## config.mk

```make
export PLATFORM = sky130hd
export DESIGN_NAME = systolic_ctrl
export DESIGN_NICKNAME = d
export VERILOG_FILES = /design/src/rtl/systolic_ctrl.sv
export SDC_FILE = /design/constraint.sdc
export NUM_CORES = 1
export LEC_CHECK = 0
export CAP_MARGIN = 25
export CORE_MARGIN = 2
export CORE_UTILIZATION = 28
export CTS_CLUSTER_SIZE = 30
export DETAILED_ROUTE_END_ITERATION = 12
export PLACE_DENSITY = 0.64
export SETUP_SLACK_MARGIN = 0.02
export SYNTH_ARGS = -nofsm -noshare
export SYNTH_HDL_FRONTEND = slang
export SYNTH_SLANG_ARGS = --single-unit
```

## constraint.sdc

```tcl
create_clock -name clk -period 3.7 [get_ports clk]
set_clock_uncertainty 0.2 [all_clocks]
set_input_delay 0.37 -clock clk [delete_from_list [all_inputs] [get_ports clk]]
set_output_delay 0.37 -clock clk [all_outputs]
set_load 0.02 [all_outputs]
```

## src/rtl/systolic_ctrl.sv

```systemverilog
// Sequencer for a DIM x DIM systolic array: optional accumulator clear, operand feed, skew flush.
// Define SYSTOLIC_READBACK_EN to add a READ phase that walks c_row over the accumulators after FLUSH.
module systolic_ctrl #(
    parameter int DIM   = 4,
    parameter int CNT_W = $clog2(2*DIM-1)
) (
    input  logic             clk,
    input  logic             rst,
    input  logic             start,
    input  logic             clr_c,
    input  logic             stall,
    output logic             en,
    output logic             WrEn,
    output logic [CNT_W-1:0] c_row,
    output logic             c_zero,
    output logic             feed_valid,
    output logic [CNT_W-1:0] feed_idx,
    output logic             busy,
    output logic             done
);

    typedef enum logic [2:0] {
        S_IDLE,
        S_CLEAR,
        S_FEED,
        S_FLUSH,
        S_READ,
        S_DONE
    } state_t;

    localparam logic [CNT_W-1:0] LAST_DIM   = CNT_W'(DIM - 1);
    localparam logic [CNT_W-1:0] LAST_FLUSH = CNT_W'(2*DIM - 3);

    state_t           state, state_nx;
    logic [CNT_W-1:0] cnt, cnt_nx;

    always_ff @(posedge clk) begin
        if (rst) begin
            state <= S_IDLE;
            cnt   <= '0;
        end else begin
            state <= state_nx;
            cnt   <= cnt_nx;
        end
    end

    assign busy = (state != S_IDLE);

    // Stall only gates the strobes; the index outputs keep pointing at the frozen position.
    always_comb begin
        state_nx   = state;
        cnt_nx     = cnt;
        en         = 1'b0;
        WrEn       = 1'b0;
        c_row      = '0;
        c_zero     = 1'b0;
        feed_valid = 1'b0;
        feed_idx   = '0;
        done       = 1'b0;
        case (state)
            S_IDLE: begin
                if (start) begin
                    state_nx = clr_c ? S_CLEAR : S_FEED;
                    cnt_nx   = '0;
                end
            end
            S_CLEAR: begin
                c_row = cnt;
                if (!stall) begin
                    WrEn   = 1'b1;
                    c_zero = 1'b1;
                    if (cnt == LAST_DIM) begin
                        state_nx = S_FEED;
                        cnt_nx   = '0;
                    end else begin
                        cnt_nx = cnt + CNT_W'(1);
                    end
                end
            end
            S_FEED: begin
                feed_idx = cnt;
                if (!stall) begin
                    en         = 1'b1;
                    feed_valid = 1'b1;
                    if (cnt == LAST_DIM) begin
                        state_nx = S_FLUSH;
                        cnt_nx   = '0;
                    end else begin
                        cnt_nx = cnt + CNT_W'(1);
                    end
                end
            end
            S_FLUSH: begin
                if (!stall) begin
                    en = 1'b1;
                    if (cnt == LAST_FLUSH) begin
`ifdef SYSTOLIC_READBACK_EN
                        state_nx = S_READ;
`else
                        state_nx = S_DONE;
`endif
                        cnt_nx   = '0;
                    end else begin
                        cnt_nx = cnt + CNT_W'(1);
                    end
                end
            end
`ifdef SYSTOLIC_READBACK_EN
            S_READ: begin
                c_row = cnt;
                if (!stall) begin
                    if (cnt == LAST_DIM) begin
                        state_nx = S_DONE;
                        cnt_nx   = '0;
                    end else begin
                        cnt_nx = cnt + CNT_W'(1);
                    end
                end
            end
`endif
            S_DONE: begin
                done     = 1'b1;
                state_nx = S_IDLE;
                cnt_nx   = '0;
            end
            default: begin
                state_nx = S_IDLE;
                cnt_nx   = '0;
            end
        endcase
    end

endmodule
```

==> flow_summary.ini <==
[clocking]
cts_inserted_buffers = 3
cts.sinks = 6
cts_tree = built
postCtsSetupRepairBufs = 0
clk_pin_slew_worst_paths_ps = 50
h-tree-depth = 1
post_cts_resize_count = 0
postCtsHoldBufs = 0
clock-root-buffer = clkbuf_4
cts.path.max_buffers = 2
insertion_delay_ps = 250

[die]
ios = 17
coreArea_um2 = 1730
die_h_um = 46.8
die-width_um = 46.8
start_util = 0.297
die_area_um2 = 2190
placementRows = 15

[detailed_routing]
wl_mm = 1.18
drt_iter0_markers = 14
ant_nets = 0
drc = 0
route.vias.total = 520
wire_per_inst_um = 11.0
vias_per_cell = 4.81
dr.pass1.iters = 4

[placed_design]
port_buffers = 16
dp_hpwl_um = 922
gp_congestion = 0.730
dp.cells = 105

[critical_path]
crit_path_max_incr_delay_ps = 670
required_ps = 3130
path_buf_inv = 1
crit_family = flip-flops
cp_slowest_cell = dfxtp_1
worstSetupStartpointType = flip-flop
critPathCaptureType = output port
arrival_ps = 1910
worstPathCellList = nand2_1 > nor2_1 > clkdlybuf4s50_1
critPathKind = reg2out
path_max_fanout = 18

[finish]
areaGrowthSynthToFinish_pct = 36.1
final_cells = 108
fillers = 196
drive_gt1_frac = 0.0723
final_nets = 95
n_antenna_cell = 0

[logic_synthesis]
synthCells = 68
ys_ff_latch = 6
ys_seq_area_frac = 0.234
synth_nets = 78
synth_top_cell_area_share = 0.234
yosys_warnings = 0
synth_top_cell_by_area = dfxtp_1
syn_avg_cell_area_um2 = 7.54
syn_area_um2 = 513
synth.area.top_cells = dfxtp_1 (23%), ha_1 (12%), nor2_1 (7.3%), nand2_1 (5.1%), nor3_1 (4.9%)
synth_cell_type_count = 27

[global_routing]
antenna_found_initial = 0
grtUsageTotal = 0.123
grt_pass1_vias = 447
grt_overflow = 0
grt_max_degree = 19
grt_pass1_wl_mm = 1.87

[power]
p_per_area_nw_per_um2 = 583
power.leakage_nw = 0.248
vdd_ir_drop_max_uv = 333

[timing]
tns_ps = 0
final-setup-viol-count = 0
rsz0062_at_grt = false
relSlewSlack = 0.620
finalCritPeriodShare = 0.671
clock.fmax_mhz = 403
hold_viol_final = 0
min_period_ps = 2480
worst_pin_slew_ps = 569
drv_slew = 0

[run]
cap_violations = 0

[outcome]
status = finished, final reports clean

[worst_hold_path]
hold_class = reg2reg
-- synthesized netlist by cell type --
library cell / count
a21oi_1: 2
xnor2_1: 1
a31oi_1: 1
buf_6: 1
nand3_1: 3
mux2_1: 1
and3b_1: 1
o32a_1: 1
mux2i_1: 2
nor2_1: 10
nor3_1: 5
or4_1: 1
dfxtp_1: 6
buf_4: 1
ha_1: 5
inv_1: 4
o21ai_0: 3
o21ba_2: 1
nor2b_1: 2
nand2b_1: 3
or3_1: 1
a21boi_1: 1
buf_2: 2
nand2_1: 7
a21oi_2: 1
nor3b_2: 1
a32oi_1: 1
-- through the flow --
step | utilization | hold slack (ps) | area, um2 | total power [mW] | setup WS (ps)
after floorplan | - | 249 | 513 | 0.293 | 1860
after global placement | 0.391 | 304 | 676 | 0.344 | 1490
after detailed placement | 0.391 | 318 | 676 | 0.348 | 1470
after CTS | 0.404 | 325 | 698 | 0.410 | 1210
after global routing | 0.404 | 352 | 698 | 0.443 | 1080
final | 0.404 | 319 | 698 | 0.407 | 1220
-- power breakdown --
part           switching [mW]  total [mW]  internal (mW)
Combinational           0.115       0.220          0.105
Sequential             0.0473       0.126         0.0784
Clock                  0.0248      0.0616         0.0368
Total                   0.187       0.407          0.220
-- final timing paths --
| kind | start | to | slack [ps] | cells after the start |
|---|---|---|---|---|
| worst max-delay path | state[0]$_SDFFE_PP0P_ | c_zero | 1220 | 3 |
| worst min-delay path | cnt[1]$_SDFFE_PP0P_ | cnt[1]$_SDFFE_PP0P_ | 320 | 2 |
| worst max register to register | state[0]$_SDFFE_PP0P_ | state[1]$_SDFFE_PP0P_ | 1790 | 4 |
| worst min register to register | cnt[1]$_SDFFE_PP0P_ | cnt[1]$_SDFFE_PP0P_ | 320 | 2 |
-- state kept, by name (all words and copies together), names as in the netlist --
name / flops
cnt: 3
state: 3
-- tightest hold or removal path, stage by stage, from the launching register on --
cell     delay (ps)
dfxtp_1         330
nand3_1          70
o21ai_0          60
-- per-layer routing --
| metal | part of all wire | global-route usage | vias to the layer above |
|---|---|---|---|
| met3 | 0.048 | 0.0115 | 5 |
| li1 | - | - | 263 |
| met1 | 0.45 | 0.144 | 228 |
| met4 | 0.032 | 0.0889 | 0 |
| met5 | 0 | 0 | - |
| met2 | 0.47 | 0.208 | 24 |
-- area by class of cell --
cell class	count	area, um2	share of cell area
Clock buffer	3	22.5	0.0323
Inverter	4	15.0	0.0215
Multi-Input combinational cell	54	349	0.500
Sequential cell	6	120	0.172
Tap cell	25	31.3	0.0448
Timing Repair Buffer	16	160	0.229
-- layout by cell type (no fill, tap or decap) --
master / netlist / routed
a31oi_1: 1 / 1
or3_1: 1 / 1
a32oi_1: 1 / 1
o32a_1: 1 / 1
nand2b_1: 3 / 3
o21ba_2: 1 / 1
mux2_1: 1 / 1
nor2_1: 10 / 10
and3b_1: 1 / 1
nor2b_1: 2 / 2
nor3b_2: 1 / 1
inv_1: 4 / 4
clkbuf_4: 0 / 3
nand2_1: 7 / 7
ha_1: 5 / 5
clkdlybuf4s50_1: 0 / 16
o21ai_0: 3 / 3
or4_1: 1 / 1
dfxtp_1: 6 / 6
mux2i_1: 2 / 2
nand3_1: 3 / 3
xnor2_1: 1 / 1
a21oi_2: 1 / 1
nor3_1: 5 / 5
a21boi_1: 1 / 1
a21oi_1: 2 / 2
-- cell families after synthesis --
family	after synthesis	share of synthesized area
AO/OA/AOI/OAI	11	0.149
XOR/XNOR	1	0.0171
adder cells (fa/ha/maj)	5	0.122
buffers and inverters	8	0.0854
flip-flops	6	0.234
multiplexers	3	0.0610
AND/OR/NAND/NOR	34	0.332
No activity file was read; power rests on OpenSTA's default activity.
